<file path="src/rtl/music_pkg.sv">
// Shared definitions for the note sequencer: sequencer states, default timing
// parameters and a counter-width helper.
package music_pkg;

    localparam int unsigned DEF_NOTE_CYCLES = 12_500_000;
    localparam int unsigned DEF_GAP_CYCLES  = 2_500_000;
    localparam int unsigned DEF_BASE_DIV    = 3_000;
    localparam int unsigned NUM_NOTES       = 4;

    typedef enum logic [2:0] {
        ST_IDLE,
        ST_LOAD,
        ST_PLAY,
        ST_GAP,
        ST_DONE
    } seq_state_e;

    // Width of a counter that runs 0..n-1; never narrower than one bit.
    function automatic int cnt_width(input int unsigned n);
        return (n < 2) ? 1 : $clog2(n);
    endfunction

endpackage

</file>
<file path="src/rtl/note_sequencer_if.sv">
// Control, note-store read port and audio outputs of the note sequencer.
interface note_sequencer_if;

    logic       start;
    logic       stop;
    logic [3:0] note;
    logic [1:0] sel;
    logic       tone;
    logic       busy;
    logic       done;

    modport master (
        output start, stop, note,
        input  sel, tone, busy, done
    );

    modport slave (
        input  start, stop, note,
        output sel, tone, busy, done
    );

endinterface

</file>
<file path="src/rtl/tone_gen.sv">
// Square-wave generator: toggles tone every half_period clocks while enabled,
// and holds tone and counter at zero while disabled.
module tone_gen #(
    parameter int unsigned HP_W = 16
) (
    input  logic            clk,
    input  logic            rst,
    input  logic            en,
    input  logic [HP_W-1:0] half_period,
    output logic            tone
);

    logic [HP_W-1:0] cnt_q, cnt_d;
    logic            tone_q, tone_d;

    always_comb begin
        // NOTE: every always_comb output gets a default first so no path infers a latch.
        cnt_d  = '0;
        tone_d = 1'b0;
        if (en) begin
            if (cnt_q == half_period - HP_W'(1)) begin
                cnt_d  = '0;
                tone_d = ~tone_q;
            end else begin
                cnt_d  = cnt_q + HP_W'(1);
                tone_d = tone_q;
            end
        end
    end

    // NOTE: state is updated with non-blocking assignments only, so every flop samples pre-edge values.
    always_ff @(posedge clk or posedge rst) begin
        if (rst) begin
            cnt_q  <= '0;
            tone_q <= 1'b0;
        end else begin
            cnt_q  <= cnt_d;
            tone_q <= tone_d;
        end
    end

    assign tone = tone_q;

endmodule

</file>
<file path="src/rtl/note_sequencer.sv">
// Plays the four notes of an external note store in order: LOAD, PLAY and GAP
// per note, then a one-cycle DONE pulse. stop and rst abort to IDLE.
module note_sequencer
    import music_pkg::*;
#(
    parameter int unsigned NOTE_CYCLES = DEF_NOTE_CYCLES,
    parameter int unsigned GAP_CYCLES  = DEF_GAP_CYCLES,
    parameter int unsigned BASE_DIV    = DEF_BASE_DIV
) (
    input logic             clk,
    input logic             rst,
    note_sequencer_if.slave bus
);

    localparam int NC_W = cnt_width(NOTE_CYCLES);
    localparam int GC_W = cnt_width(GAP_CYCLES);
    localparam int HP_W = $clog2(BASE_DIV * 16 + 1);

    localparam logic [NC_W-1:0] NOTE_LAST = NC_W'(NOTE_CYCLES - 1);
    localparam logic [GC_W-1:0] GAP_LAST  = GC_W'(GAP_CYCLES - 1);
    localparam logic [1:0]      LAST_IDX  = 2'(NUM_NOTES - 1);

    seq_state_e      state_q, state_d;
    logic [1:0]      idx_q, idx_d;
    logic [3:0]      cur_note_q, cur_note_d;
    logic [NC_W-1:0] note_cnt_q, note_cnt_d;
    logic [GC_W-1:0] gap_cnt_q, gap_cnt_d;
    logic [1:0]      sel_q, sel_d;
    logic            busy_q, busy_d;
    logic            done_q, done_d;

    logic [HP_W-1:0] half_period;
    logic            tone_en;
    logic            tone_w;

    always_comb begin
        state_d    = state_q;
        idx_d      = idx_q;
        cur_note_d = cur_note_q;
        note_cnt_d = note_cnt_q;
        gap_cnt_d  = gap_cnt_q;

        unique case (state_q)
            ST_IDLE: begin
                if (bus.start) begin
                    state_d = ST_LOAD;
                    idx_d   = 2'd0;
                end
            end
            ST_LOAD: begin
                cur_note_d = bus.note;
                note_cnt_d = '0;
                state_d    = ST_PLAY;
            end
            ST_PLAY: begin
                if (note_cnt_q == NOTE_LAST) begin
                    note_cnt_d = '0;
                    gap_cnt_d  = '0;
                    state_d    = ST_GAP;
                end else begin
                    note_cnt_d = note_cnt_q + NC_W'(1);
                end
            end
            ST_GAP: begin
                if (gap_cnt_q == GAP_LAST) begin
                    gap_cnt_d = '0;
                    if (idx_q == LAST_IDX) begin
                        state_d = ST_DONE;
                    end else begin
                        idx_d   = idx_q + 2'd1;
                        state_d = ST_LOAD;
                    end
                end else begin
                    gap_cnt_d = gap_cnt_q + GC_W'(1);
                end
            end
            ST_DONE: state_d = ST_IDLE;
            default: state_d = ST_IDLE;
        endcase

        // stop outranks everything, including a start seen in IDLE.
        if (bus.stop) begin
            state_d    = ST_IDLE;
            idx_d      = 2'd0;
            note_cnt_d = '0;
            gap_cnt_d  = '0;
        end

        sel_d  = (state_d == ST_IDLE) ? 2'd0 : idx_d;
        busy_d = (state_d != ST_IDLE);
        done_d = (state_d == ST_DONE);
    end

    always_ff @(posedge clk or posedge rst) begin
        if (rst) begin
            state_q    <= ST_IDLE;
            idx_q      <= 2'd0;
            cur_note_q <= 4'd0;
            note_cnt_q <= '0;
            gap_cnt_q  <= '0;
            sel_q      <= 2'd0;
            busy_q     <= 1'b0;
            done_q     <= 1'b0;
        end else begin
            state_q    <= state_d;
            idx_q      <= idx_d;
            cur_note_q <= cur_note_d;
            note_cnt_q <= note_cnt_d;
            gap_cnt_q  <= gap_cnt_d;
            sel_q      <= sel_d;
            busy_q     <= busy_d;
            done_q     <= done_d;
        end
    end

    assign half_period = HP_W'(BASE_DIV) * (HP_W'(16) - HP_W'(cur_note_q));

    // Enable only between two PLAY cycles: tone starts low on entry and is
    // already low in the first cycle after PLAY ends or is aborted.
    assign tone_en = (state_q == ST_PLAY) && (state_d == ST_PLAY) && (cur_note_q != 4'd0);

    tone_gen #(
        .HP_W(HP_W)
    ) u_tone_gen (
        .clk         (clk),
        .rst         (rst),
        .en          (tone_en),
        .half_period (half_period),
        .tone        (tone_w)
    );

    assign bus.sel  = sel_q;
    assign bus.busy = busy_q;
    assign bus.done = done_q;
    assign bus.tone = tone_w;

endmodule

</file>
<file path="src/flat_wrapper.sv">
// flat-port wrapper written by rule: the top's interface ports become plain ports
module note_sequencer_flat import music_pkg::*;
#(
    parameter int unsigned NOTE_CYCLES = DEF_NOTE_CYCLES,
    parameter int unsigned GAP_CYCLES  = DEF_GAP_CYCLES,
    parameter int unsigned BASE_DIV    = DEF_BASE_DIV
)
  (clk, rst, bus_start, bus_stop, bus_note, bus_sel, bus_tone, bus_busy, bus_done);
  note_sequencer_if bus_i ();
  input logic clk;
  input logic rst;
  input wire logic [$bits(bus_i.start)-1:0] bus_start;
  input wire logic [$bits(bus_i.stop)-1:0] bus_stop;
  input wire logic [$bits(bus_i.note)-1:0] bus_note;
  output wire logic [$bits(bus_i.sel)-1:0] bus_sel;
  output wire logic [$bits(bus_i.tone)-1:0] bus_tone;
  output wire logic [$bits(bus_i.busy)-1:0] bus_busy;
  output wire logic [$bits(bus_i.done)-1:0] bus_done;
  assign bus_i.start = bus_start;
  assign bus_i.stop = bus_stop;
  assign bus_i.note = bus_note;
  assign bus_sel = bus_i.sel;
  assign bus_tone = bus_i.tone;
  assign bus_busy = bus_i.busy;
  assign bus_done = bus_i.done;
  note_sequencer #(.NOTE_CYCLES(NOTE_CYCLES), .GAP_CYCLES(GAP_CYCLES), .BASE_DIV(BASE_DIV)) u_core (.clk(clk), .rst(rst), .bus(bus_i));
endmodule
</file>
<file path="config.mk">
export PLATFORM = sky130hd
export DESIGN_NAME = note_sequencer_flat
export DESIGN_NICKNAME = d
export VERILOG_FILES = /design/src/rtl/music_pkg.sv /design/src/rtl/note_sequencer_if.sv /design/src/rtl/tone_gen.sv /design/src/rtl/note_sequencer.sv /design/src/flat_wrapper.sv
export SDC_FILE = /design/constraint.sdc
export NUM_CORES = 1
export LEC_CHECK = 0
export BUFFER_PORTS_ARGS = -buffer_cell sky130_fd_sc_hd__buf_2
export CORE_MARGIN = 3
export CORE_UTILIZATION = 59
export CTS_BUF_LIST = sky130_fd_sc_hd__clkbuf_8
export CTS_CLUSTER_DIAMETER = 40
export DETAILED_ROUTE_END_ITERATION = 8
export MAX_ROUTING_LAYER = met4
export PLACE_DENSITY_LB_ADDON = 0.3
export SYNTH_ARGS = -nofsm -noshare
export SYNTH_HDL_FRONTEND = slang
export SYNTH_SLANG_ARGS = --single-unit
</file>
<file path="constraint.sdc">
create_clock -name clk -period 5.8 [get_ports clk]
set_clock_uncertainty 0.15 [all_clocks]
set_input_delay 0.58 -clock clk [delete_from_list [all_inputs] [get_ports clk]]
set_output_delay 0.58 -clock clk [all_outputs]
set_load 0.01 [all_outputs]
</file>
==> summary.md <==
| Metric | Value |
|---|---|
| Crit path launch type | flip-flop |
| Largest net degree at the start of global routing | 77 |
| Rows | 33 |
| Synthesized instance count | 570 |
| Routed len/inst | roughly 16 um |
| Total negative setup slack | 0 ns |
| Slowest stage delay, CP | 0.53 ns |
| Via count of the first global-routing pass | 4169 |
| First-pass GRT wire length | around 19000 um |
| YS warnings | 0 |
| CP top delay family | adder cells |
| # DRC | 0 |
| I/O Buffers | 12 |
| Clock buffer depth | 2 |
| Routed Antenna Nets | 0 |
| Critical Path Slowest Stage Cell | fa_1 |
| Final Hold Vio Count | 0 |
| FMAX | between 150 and 200 MHz |
| Yosys cell types | 60 |
| Clk_lat worst skew | around 0.35 ns |
| Nets | about 650 |
| H-Tree Level Count | 3 |
| Hold WC Path Type | input port to flip-flop |
| Prevailing post-synth register cell | dfrtp_1 |
| Total routed wirelength | around 11000 um |
| Critical Path, Cell by Cell | inv_2 > ha_4 > or3b_4 > inv_1 > ha_1 > inv_1 > fa_1 > inv_1 > ha_1 > inv_1 > fa_1 > inv_1 > ha_1 > xor2_1 > nor4_2 > o21ai_1 > or4_1 > a21oi_1 > o211ai_2 > or3_1 > a21boi_1 |
| Crit-path most repeated cell | inv_1 |
| Syn_nets | ~630 |
| Via density | slightly below 6 |
| Least-Margin Pin Slew | roughly 1.2 ns |
| Layout cells sized above 1 | between 10% and 20% |
| Grt total ovfl | 0 |
| FF+latch count, synth | between 70 and 80 |
| Synth Area per Inst | 9.24 um2 |
| Post-synthesis sequential area ratio | between 30% and 40% |
| Initial Util | ~63% |
| CTS tree | built |
| CTS Buf Count | 9 |
| Antenna fix cells | 0 |
| Number of DRC markers in iteration 0 | 305 |
| Critical R2R Launch | u_core.cur_note_q[1] |
| DR pass1 iterations | 5 |
| Critical setup path kind | flip-flop to flip-flop |
| Initial antenna violation count | 0 |
| Hold_sp | bus_note[1] |
| Worst Path Max Fanout | 7 |
| Global-route usage over all layers | between 20 and 25% |
| Critical Path AT | 5.65 ns |
| Root Driver | clkbuf_8 |
| Worst path bufs/invs | 6 |
| # IOs | 13 |
| Fin crit share | approximately 95% |
| Max-cap viol count | 0 |
| EDFF count, synth | 0 |
| Layout area overhead | 9.36% |
| GPL Wtd Cong | 0.867 |
| Post-synth ARST share | between 90% and 100% |
| Clk slew on worst S/H paths | roughly 0.080 ns |
| # setup viols final | 0 |
| Die H | 100 um |
| Critical Path Source | u_core.cur_note_q[1] |
| Status | finished clean |
| Final Critical Period | about 5.5 ns |
| Max Slew Vio Count | 0 |
| Critical path capture point type | flip-flop |
| Chip Width | 100 um |
| Core footprint | 8420 um2 |
| Die area | between 10000 and 15000 um2 |
| Total number of vias | between 4000 and 5000 |
| DP HPWL | between 8000 and 9000 um |
| Netlist Area Pre-Place | about 5300 um2 |
| Max_slew headroom | about a fifth |
| WP data required | between 5 and 6 ns |
| # clock sinks | 76 |
[layout by cell type, fill, tap and decap left out, types with 11 or more instances in the layout]
| cell | synthesis | final |
|---|---|---|
| nand2_1 | 44 | 44 |
| a21oi_1 | 15 | 15 |
| ha_1 | 37 | 36 |
| nor2_1 | 72 | 72 |
| and3_1 | 12 | 12 |
| buf_2 | 2 | 12 |
| nor3_1 | 18 | 17 |
| xnor2_1 | 31 | 30 |
| dfrtp_1 | 76 | 76 |
| o21ai_0 | 34 | 34 |
| nand3_1 | 28 | 28 |
| buf_4 | 1 | 11 |
| nand4_1 | 13 | 13 |
| inv_1 | 36 | 35 |
| xor2_1 | 30 | 30 |
| fa_1 | 11 | 11 |
[path summary, 6_finish.rpt]
kind	end	slack, ns	depth (start not counted)
worst max-delay path	u_core.u_tone_gen.tone	0.28	21
worst min register to register	u_core.u_tone_gen.cnt_q[0]	0.31	1
worst max register to register	u_core.u_tone_gen.tone	0.28	21
min in group asynchronous	u_core.note_cnt_q[13]	0.34	3
worst min-delay path	u_core.cur_note_q[1]	0.29	3
max in group asynchronous	u_core.note_cnt_q[2]	4.56	3
[what timing repair did]
action,in CTS,in global routing
resized for setup,1,8
pin swaps,0,3
endpoints found under the setup margin,15,16
setup buffers,0,3
hold buffers,0,0
[synth_stat cells (2+ instances only)]
| library cell | n | share of area, % |
|---|---|---|
| and3_1 | 12 | 1.4 |
| nand2b_1 | 5 | 0.59 |
| a22o_1 | 3 | 0.50 |
| o31ai_1 | 8 | 1.1 |
| a21oi_1 | 15 | 1.4 |
| xnor3_1 | 4 | 1.7 |
| nor4_1 | 8 | 0.95 |
| or4_1 | 2 | 0.29 |
| or3b_1 | 2 | 0.33 |
| or3_1 | 10 | 1.2 |
| clkbuf_1 | 8 | 0.57 |
| nor2_1 | 72 | 5.1 |
| o21ai_0 | 34 | 3.2 |
| dfrtp_1 | 76 | 36 |
| ha_1 | 37 | 8.8 |
| nor3_1 | 18 | 1.7 |
| nor4b_1 | 2 | 0.33 |
| nor4_2 | 2 | 0.48 |
| mux2_2 | 2 | 0.43 |
| inv_1 | 36 | 2.6 |
| buf_2 | 2 | 0.19 |
| buf_6 | 2 | 0.43 |
| xor2_1 | 30 | 5.0 |
| fa_1 | 11 | 4.2 |
| nand3_1 | 28 | 2.7 |
| nor2b_1 | 5 | 0.59 |
| o21a_1 | 3 | 0.43 |
| or2_2 | 2 | 0.24 |
| nand2_1 | 44 | 3.1 |
| nand4_1 | 13 | 1.5 |
| a31oi_1 | 2 | 0.24 |
| and4_1 | 4 | 0.67 |
| o21ai_1 | 2 | 0.19 |
| a21o_1 | 6 | 0.86 |
| and2_1 | 5 | 0.59 |
| xnor2_1 | 31 | 5.2 |
[cells by family (layout without fill, tap and decap cells)]
logic type | after synthesis | after routing | synth area share, %
AOI/OAI and AO/OA | 87 | 87 | 11.0
xor gates and xnor gates | 66 | 66 | 12.3
adders and majority gates | 48 | 48 | 13.0
buffers and inverters | 49 | 76 | 3.90
DFF | 76 | 76 | 36.1
muxes | 3 | 3 | 0.618
and+or+nand+nor | 241 | 241 | 23.0
[worst reg2reg max path, delay by kind of cell (launching register included)]
family | cells | cell delay [ns]
adders and majority gates | 6 | 2.00
buffers and inverters | 6 | 0.45
and+or+nand+nor | 4 | 1.55
AOI/OAI and AO/OA | 4 | 0.63
xor gates and xnor gates | 1 | 0.27
DFF | 1 | 0.41
[registers in the layout (all words and copies together) (netlist names)]
name / count
u_core.bus.sel: 2
u_core.u_tone_gen.tone: 1
u_core.note_cnt_q: 24
u_core.u_tone_gen.cnt_q: 16
u_core.gap_cnt_q: 22
u_core.cur_note_q: 4
u_core.idx_q: 2
u_core.bus.busy: 1
u_core.bus.done: 1
u_core.state_q: 3
[through the flow]
| step | cells | worst slack [ns] | hold WS, ns | instance area [um2] | utilization, % |
|---|---|---|---|---|---|
| after global placement | 683 | 0.184 | 0.290 | 5460 | 64.8 |
| after global routing | 702 | -0.0527 | 0.298 | 5760 | 68.4 |
| after detailed placement | 683 | -0.0220 | 0.299 | 5460 | 64.8 |
| final | 702 | 0.281 | 0.290 | 5760 | 68.4 |
| after floorplan | 570 | 0.223 | 0.272 | 5270 | - |
| after CTS | 699 | 0.0852 | 0.290 | 5690 | 67.5 |
[area by class of cell]
type | instances | area [um2]
Timing Repair Buffer | 24 | 163
Multi-Input combinational cell | 445 | 3200
Clock inverter | 6 | 87.6
Fill cell | 668 | 2660
Tap cell | 105 | 131
Clock buffer | 10 | 138
Inverter | 36 | 135
Sequential cell | 76 | 1900
[routing by layer]
| layer | global-route usage (%) | vias up | share of wire (%) |
|---|---|---|---|
| li1 | - | 2027 | - |
| met5 | - | - | 0 |
| met2 | 38.5 | 78 | 50 |
| met3 | 3.11 | 24 | 2.4 |
| met1 | 32.6 | 2039 | 46 |
| met4 | 7.77 | 0 | 1.8 |
Power is left out: the tool's default activity adds up to more than one toggle a clock period on the data nets, which glitch-free logic cannot reach.
